==> src/rtl/servo_ramp_pwm.sv <==
// servo_ramp_pwm: 50 Hz servo PWM stage with a slew-limited, clamped pulse width.
// The applied width moves toward the commanded width by at most STEP_US per frame.
// It changes only at frame boundaries, so a pulse is never cut short or stretched.
module servo_ramp_pwm #(
  parameter int CLK_PER_US = 50,
  parameter int FRAME_US   = 20000,
  parameter int MIN_US     = 500,
  parameter int MAX_US     = 2500,
  parameter int STEP_US    = 20,
  parameter int INIT_US    = 1500
) (
  input  logic        clk_50MHz,
  input  logic        rst_n,
  input  logic [20:0] target_us,
  input  logic        jump,
  output logic        pwm_signal,
  output logic [20:0] current_us,
  output logic        frame_start,
  output logic        settled
);

  // Width of the microsecond prescaler; kept at least one bit wide when CLK_PER_US is 1.
  localparam int              US_W       = (CLK_PER_US > 1) ? $clog2(CLK_PER_US) : 1;
  localparam logic [US_W-1:0] US_LAST    = US_W'(CLK_PER_US - 1);
  localparam logic [US_W-1:0] US_ZERO    = US_W'(0);
  localparam logic [US_W-1:0] US_ONE     = US_W'(1);
  localparam logic [20:0]     FRAME_LAST = 21'(FRAME_US - 1);
  localparam logic [20:0]     MIN_W      = 21'(MIN_US);
  localparam logic [20:0]     MAX_W      = 21'(MAX_US);
  localparam logic [20:0]     STEP_W     = 21'(STEP_US);
  localparam logic [20:0]     INIT_W     = 21'(INIT_US);

  // Limit a commanded width to the mechanically safe range.
  function automatic logic [20:0] clamp_width(input logic [20:0] req);
    logic [20:0] res;
    if (req < MIN_W) begin
      res = MIN_W;
    end else if (req > MAX_W) begin
      res = MAX_W;
    end else begin
      res = req;
    end
    return res;
  endfunction

  // Move cur one bounded step toward tgt.
  // The comparison happens before any subtraction, so the unsigned differences never underflow.
  // The result never passes tgt.
  function automatic logic [20:0] step_toward(input logic [20:0] cur,
                                              input logic [20:0] tgt);
    logic [20:0] diff;
    logic [20:0] res;
    diff = 21'd0;
    if (tgt > cur) begin
      diff = tgt - cur;
      if (diff > STEP_W) begin
        res = cur + STEP_W;
      end else begin
        res = tgt;
      end
    end else if (tgt < cur) begin
      diff = cur - tgt;
      if (diff > STEP_W) begin
        res = cur - STEP_W;
      end else begin
        res = tgt;
      end
    end else begin
      res = cur;
    end
    return res;
  endfunction

  logic [US_W-1:0] us_cnt_r;
  logic [20:0]     frame_cnt_r;
  logic [20:0]     current_us_r;
  logic            pwm_r;
  logic            frame_start_r;
  logic            settled_r;

  logic            us_tick_s;
  logic            frame_end_s;
  logic [20:0]     tgt_c_s;
  logic [20:0]     next_us_s;

  // Decode the prescaler wrap and the last microsecond of the frame.
  always_comb begin
    us_tick_s   = 1'b0;
    frame_end_s = 1'b0;
    if (us_cnt_r == US_LAST) begin
      us_tick_s = 1'b1;
    end else begin
      us_tick_s = 1'b0;
    end
    if (us_tick_s && (frame_cnt_r == FRAME_LAST)) begin
      frame_end_s = 1'b1;
    end else begin
      frame_end_s = 1'b0;
    end
  end

  // Clamp the command and pick the width for the next frame.
  // A high jump level bypasses the ramp entirely.
  always_comb begin
    tgt_c_s   = clamp_width(target_us);
    next_us_s = current_us_r;
    if (jump) begin
      next_us_s = tgt_c_s;
    end else begin
      next_us_s = step_toward(current_us_r, tgt_c_s);
    end
  end

  // Microsecond prescaler: counts clock cycles within one microsecond.
  always_ff @(posedge clk_50MHz or negedge rst_n) begin
    if (!rst_n) begin
      us_cnt_r <= US_ZERO;
    end else if (us_tick_s) begin
      us_cnt_r <= US_ZERO;
    end else begin
      us_cnt_r <= us_cnt_r + US_ONE;
    end
  end

  // Frame counter: counts microseconds within one PWM frame.
  always_ff @(posedge clk_50MHz or negedge rst_n) begin
    if (!rst_n) begin
      frame_cnt_r <= 21'd0;
    end else if (frame_end_s) begin
      frame_cnt_r <= 21'd0;
    end else if (us_tick_s) begin
      frame_cnt_r <= frame_cnt_r + 21'd1;
    end else begin
      frame_cnt_r <= frame_cnt_r;
    end
  end

  // Applied width: target_us and jump are sampled only at the frame boundary.
  always_ff @(posedge clk_50MHz or negedge rst_n) begin
    if (!rst_n) begin
      current_us_r <= INIT_W;
    end else if (frame_end_s) begin
      current_us_r <= next_us_s;
    end else begin
      current_us_r <= current_us_r;
    end
  end

  // Registered outputs: the PWM level, the frame start marker and the settled flag.
  // The PWM level is one cycle behind frame_cnt.
  // As a result, the frame_end edge produces a low level and the new width starts cleanly.
  always_ff @(posedge clk_50MHz or negedge rst_n) begin
    if (!rst_n) begin
      pwm_r         <= 1'b0;
      frame_start_r <= 1'b0;
      settled_r     <= 1'b0;
    end else begin
      pwm_r         <= (frame_cnt_r < current_us_r);
      frame_start_r <= frame_end_s;
      settled_r     <= (current_us_r == tgt_c_s);
    end
  end

  assign pwm_signal  = pwm_r;
  assign current_us  = current_us_r;
  assign frame_start = frame_start_r;
  assign settled     = settled_r;

endmodule

==> config.mk <==
export PLATFORM = sky130hd
export DESIGN_NAME = servo_ramp_pwm
export DESIGN_NICKNAME = d
export VERILOG_FILES = /design/src/rtl/servo_ramp_pwm.sv
export SDC_FILE = /design/constraint.sdc
export NUM_CORES = 1
export LEC_CHECK = 0
export CAP_MARGIN = 25
export CORE_MARGIN = 4
export CORE_UTILIZATION = 25
export CTS_CLUSTER_DIAMETER = 60
export DETAILED_ROUTE_END_ITERATION = 10
export PLACE_DENSITY_LB_ADDON = 0.1
export SLEW_MARGIN = 20
export SYNTH_ARGS = -nofsm -noshare
export SYNTH_HDL_FRONTEND = slang
export SYNTH_SLANG_ARGS = --single-unit
export TNS_END_PERCENT = 50
==> constraint.sdc <==
create_clock -name clk_50MHz -period 4.4 [get_ports clk_50MHz]
set_clock_uncertainty 0.15 [all_clocks]
set_input_delay 1.1 -clock clk_50MHz [delete_from_list [all_inputs] [get_ports clk_50MHz]]
set_output_delay 1.1 -clock clk_50MHz [all_outputs]
set_load 0.005 [all_outputs]
# [Word level (Yosys, flattened, before mapping)]
# Cells that the tools add are included.
[totals] regBits=51 latch_bits=0 ramBits=0 romBits=0 inputBits=24 output_inout_bits=24 wordCells=38 n_memories=0
[classes] add_sub_neg=6 n_mul=0 n_div=0 n_lt_le_gt_ge=7 eq_ne=3 shifts=0 n_mux=12 bitwise=0 reduce_logical=4
[ops] op="$mux W21" n=9
[ops] op="$gt A21 B5 Y1 const B" n=2
[ops] op="$lt A21 B21 Y1" n=2
[ops] op="$sub A21 B21 Y21" n=2
[ops] op="$add A21 B1 Y21 const B" n=1
[ops] op="$add A21 B5 Y21 const B" n=1
[ops] op="$eq A21 B15 Y1 const B" n=1
[ops] op="$eq A21 B21 Y1" n=1
[ops] op="$gt A21 B12 Y1 const B" n=1
[ops] op="$gt A21 B21 Y1" n=1
[ops] op="$lt A21 B9 Y1 const B" n=1
[ops] op="$sub A21 B5 Y21 const B" n=1
[ops] op="$add A6 B1 Y6 const B" n=1
[ops] op="$eq A6 B6 Y1 const B" n=1
[ops] op="$mux W6" n=1
[ops] op="$reduce_bool A3 Y1" n=1
[ops] op="$mux W1" n=2
[ops] op="$reduce_and A2 Y1" n=1
[ops] op="$reduce_bool A2 Y1" n=1
[ops] op="$logic_and A1 B1 Y1" n=1

# [Depth between registers and ports, before layout]
[depth] word_depth=9 ltp_mapped=22 ltp_nobuf=19

# [Worst setup path before layout]
# No wires, ideal clock.
[synth_timing] kind="input to register" start="input port target_us[20]" end="register current_us_r[11] (netlist: current_us[11])" setup_time_ps=138 t_arrival_ps=5400 setup_slack_ps=-1288 cell_stages=20 path_buffers=2 cell_sequence="nor4_2 > nand2_2 > nor4b_4 > buf_2 > a21oi_1 > and2_0 > nor2b_1 > inv_1 > ha_1 > buf_4 > nand2_2 > or3_4 > or4_1 > a31o_1 > a221oi_1 > o211ai_1 > o31ai_4 > inv_4 > a2111oi_1 > o22ai_1"
[synth_between] elab_chain_cells=9 word_cells_on_any_way=17 classes_between="add/sub (2); order compare (6); mux (7); reduce/logical (2)"
[synth_lines] item="start, declared" line_no="14" rtl="input logic [20:0] target_us,"
[synth_lines] item="$gt A21 B12 Y1" line_no="38" rtl="end else if (req > MAX_W) begin"
[synth_lines] item="$mux W21" line_no="38"
[synth_lines] item="$mux W21 *" line_no="36" rtl="if (req < MIN_W) begin"
[synth_lines] item="$sub A21 B21 Y21" line_no="62" rtl="diff = cur - tgt;"
[synth_lines] item="$gt A21 B5 Y1" line_no="63" rtl="if (diff > STEP_W) begin"
[synth_lines] item="$mux W21" line_no="63"
[synth_lines] item="$mux W21" line_no="61" rtl="end else if (tgt < cur) begin"
[synth_lines] item="$mux W21" line_no="54" rtl="if (tgt > cur) begin"
[synth_lines] item="$mux W21" line_no="107" rtl="if (jump) begin"
[synth_lines] item="end signal, assigned" line_no="143" rtl="current_us_r <= next_us_s;"
[synth_lines] item="end signal, assigned" line_no="145" rtl="current_us_r <= current_us_r;"
[synth_lines] item="end, declared" line_no="76" rtl="logic [20:0] current_us_r;"
# Mark *: on every way between the ends. The rest lies on a longest branch, timed or not. The select of a mux whose other input is x is not followed.
# A chain may end at the register's enable or synchronous reset.

# [Worst setup path after layout]
[layout_timing] start="input port target_us[18]" end="register current_us_r[10] (netlist: current_us[10])"
# The elaborated chain is that of the path after synthesis.

==> impl_metrics.toml <==
[clock_tree]
ctsHoldBuffers = 0
clkLatencyLatePin_ns = 0.31
cts_max_path_buffers = 2
clock_sink_count = 51
cts_tree = "done"
cts_buffers = 5
h-tree-depth = 2
clk_pin_slew_worst_paths_ns = 0.08
cts_root_buffer = "clkbuf_16"

[place]
gp_congestion = 0.946
dpl.hpwl_um = 22200
port_buffers = 47

[sta]
fin_hold_ws_ns = 0.358
layout_min_cycle_time_ns = 5.16
slew_headroom = 0.422
rsz0062_at_grt = "true"
finalCritPeriodShare = 1.17
fmax_mhz = 194
hold_viol = 0
fin_ws_ns = -0.756
setup_violations = 21
tightestPinTransition_ns = 0.861
maxSlewViolCount = 0

[floorplanning]
core_area_mm2 = 0.0252
dieArea_mm2 = 0.0283
ios = 48
rows = 58
floorplan.initialDensity = 0.255
die_w_um = 168
die_h_um = 168

[grt]
grt_max_degree = 36
grt_pass1_vias = 7556
grt_pass1_wl_um = 42800
antenna_found_initial = 0
grt_util_all_layers = 0.190
overflow = 0

[detailed_routing]
drtIter0Drc = 420
drc_errors = 0
wl_per_cell_um = 18.8
ant_nets = 0
via_count = 7422
drt-pass1-iter-count = 6
vias_per_cell = 5.13
drt-total-wl_um = 27200

[synth]
synth_cells = 845
postSynth.asyncResetShare = 1.00
avgSynthCellArea_um2 = 7.59
netlist.area_leader.share = 0.172
synth_top_cell_by_area = "dfrtp_1"
syn_area_mm2 = 0.00642
synth_area_leaders = "dfrtp_1 (17%), ha_1 (13%), a21oi_1 (5.1%)"
ys_warn_count = 0
seq_area_frac_synth = 0.200
yosysUniqueCellTypes = 86
synth_edf_count = 0
synthFlopType = "dfrtp_1"
synth_seq_cells = 51

[hold_path]
hold_class = "reg -> reg"
hold_depth = 1

[pwr]
comb_power_share = 0.202
p_leak_nw = 4.29
p_clk_frac = 0.384
switchingPower_w = 0.000343
vdd_ir_drop_max_uv = 135
swShare = 0.303
power.internal_w = 0.000787
power.density_mw_per_mm2 = 114
seq_power_share = 0.415
power_w = 0.00113

[run]
cap_violations = 0

[layout]
layout_common_cells = "buf_4 (212), nand2_1 (68), nor2_1 (62)"
final_common_cell = "buf_4"
area_delta_synth_final_pct = 54.8
nNetsFinal = 1206
diodes = 0
drive_gt1_frac = 0.354

[outcome]
violations = "setup timing"
status = "finished, violations left"

[critical_path]
r2r_slack_ns = 0.46
critPathRequiredTime_ns = 4.51
r2r_start = "current_us[10]"
endpoint = "current_us[10]"
cpMostUsedCell = "buf_6"
crit_fanout = 6
rr_endpoint = "current_us[10]"
slowest_stage = "or4_4"
start_kind = "primary input"
crit_type = "in -> reg"
path_cells = "buf_6 > nor4_4 > nand2_2 > buf_6 > nor2_4 > and2_4 > nor2b_4 > inv_2 > ha_4 > buf_6 > nand4_1 > nor3_1 > buf_4 > or4_4 > o211ai_1 > or4_4 > nor4_4 > o2111ai_4 > o31ai_4 > buf_12 > inv_6 > a221oi_4 > o221a_1"
end_kind = "flop"
max_stage_delay_ns = 0.44
worstPathArrival_ns = 5.27
startpoint = "target_us[18]"
r2r_cells = 15
how the worst min path moves through the flow:
stage	from	to	slack, ns
2_1_floorplan	us_cnt_r[5]	us_cnt_r[5]	0.31
6_report	us_cnt_r[5]	us_cnt_r[5]	0.36
4_1_cts	us_cnt_r[5]	us_cnt_r[5]	0.35
5_1_grt	us_cnt_r[3]	us_cnt_r[3]	0.39
3_3_place_gp	us_cnt_r[5]	us_cnt_r[5]	0.34
3_5_place_dp	us_cnt_r[5]	us_cnt_r[5]	0.34
sequential cells by signal, summed over array words and instances, names as in the netlist:
signal       cells
frame_start      1
settled          1
frame_cnt_r     21
us_cnt_r         6
current_us      21
pwm_signal       1
cell families after synthesis:
| group | count (synthesis) | synth area share |
|---|---|---|
| other | 2 | 0.00117 |
| AOI/OAI and AO/OA | 261 | 0.271 |
| muxes | 6 | 0.00956 |
| and+or+nand+nor | 328 | 0.273 |
| adders and majority gates | 67 | 0.132 |
| buffers and inverters | 89 | 0.0566 |
| xor gates and xnor gates | 41 | 0.0560 |
| DFF | 51 | 0.200 |
critical path: cells and delay by family:
| kind | cells | cell delay [ns] |
|---|---|---|
| fa+ha+maj | 1 | 0.27 |
| simple gates | 10 | 1.99 |
| buf+inv | 7 | 0.75 |
| compound gates | 5 | 1.14 |
cells in the mapped netlist (7+ instances only):
library cell	n
a211oi_1	8
a21o_1	17
a21oi_1	66
a31oi_1	15
and2_1	8
clkbuf_1	25
dfrtp_1	44
dfstp_2	7
ha_1	66
inv_1	53
nand2_1	72
nand2b_1	7
nand3_1	36
nand4_1	26
nor2_1	71
nor2b_1	8
nor3_1	25
nor4_1	15
o211ai_1	12
o21a_1	15
o21ai_0	54
o22ai_1	8
o31ai_1	7
or3_1	10
xnor2_1	28
xor2_1	13
power groups by stage:
stage,registers (W),clock network (W),logic (W)
detailed placement,0.000478,0,0.000207
CTS,0.000469,0.000457,0.000216
global route,0.000469,0.000469,0.000246
finish,0.000469,0.000433,0.000228
floorplan,0.000478,0,0.0000996
global placement,0.000478,0,0.000209
cell type report:
| cell class | count | area (µm²) |
|---|---|---|
| inverters | 54 | 208 |
| fillers | 2609 | 15200 |
| well taps | 330 | 413 |
| clock buffers | 5 | 125 |
| flip-flops and latches | 51 | 1280 |
| multi-input cells | 720 | 5530 |
| clock inverters | 3 | 26.3 |
| repair buffers | 283 | 2350 |
per-layer routing:
layer,vias up,part of all wire,global-route usage
met3,36,0.024,0.0141
met1,3562,0.48,0.260
met2,149,0.48,0.325
met4,0,0.020,0.0494
met5,-,0,0
li1,3675,-,-
stage by stage:
step           setup WS, ns  cell area (µm²)  TNS [ns]   util  instances
6_report             -0.756             9930    -14.44  0.394       1446
3_3_place_gp          -1.56             9020    -31.44  0.358       1406
2_1_floorplan        -0.959             6740    -17.67      -        860
3_5_place_dp          -1.52             9020    -30.57  0.358       1406
5_1_grt              -0.949             9930    -18.62  0.394       1446
4_1_cts              -0.718             9670    -13.80  0.384       1440
repair_timing:
action | CTS | global route
pin swaps | 46 | 31
endpoints found under the setup margin | 21 | 21
hold endpoints to repair | 0 | 0
buffers inserted | 26 | 8
cloned | 0 | 0
gates resized for setup | 126 | 62
Power figures use the tool's default switching activity.
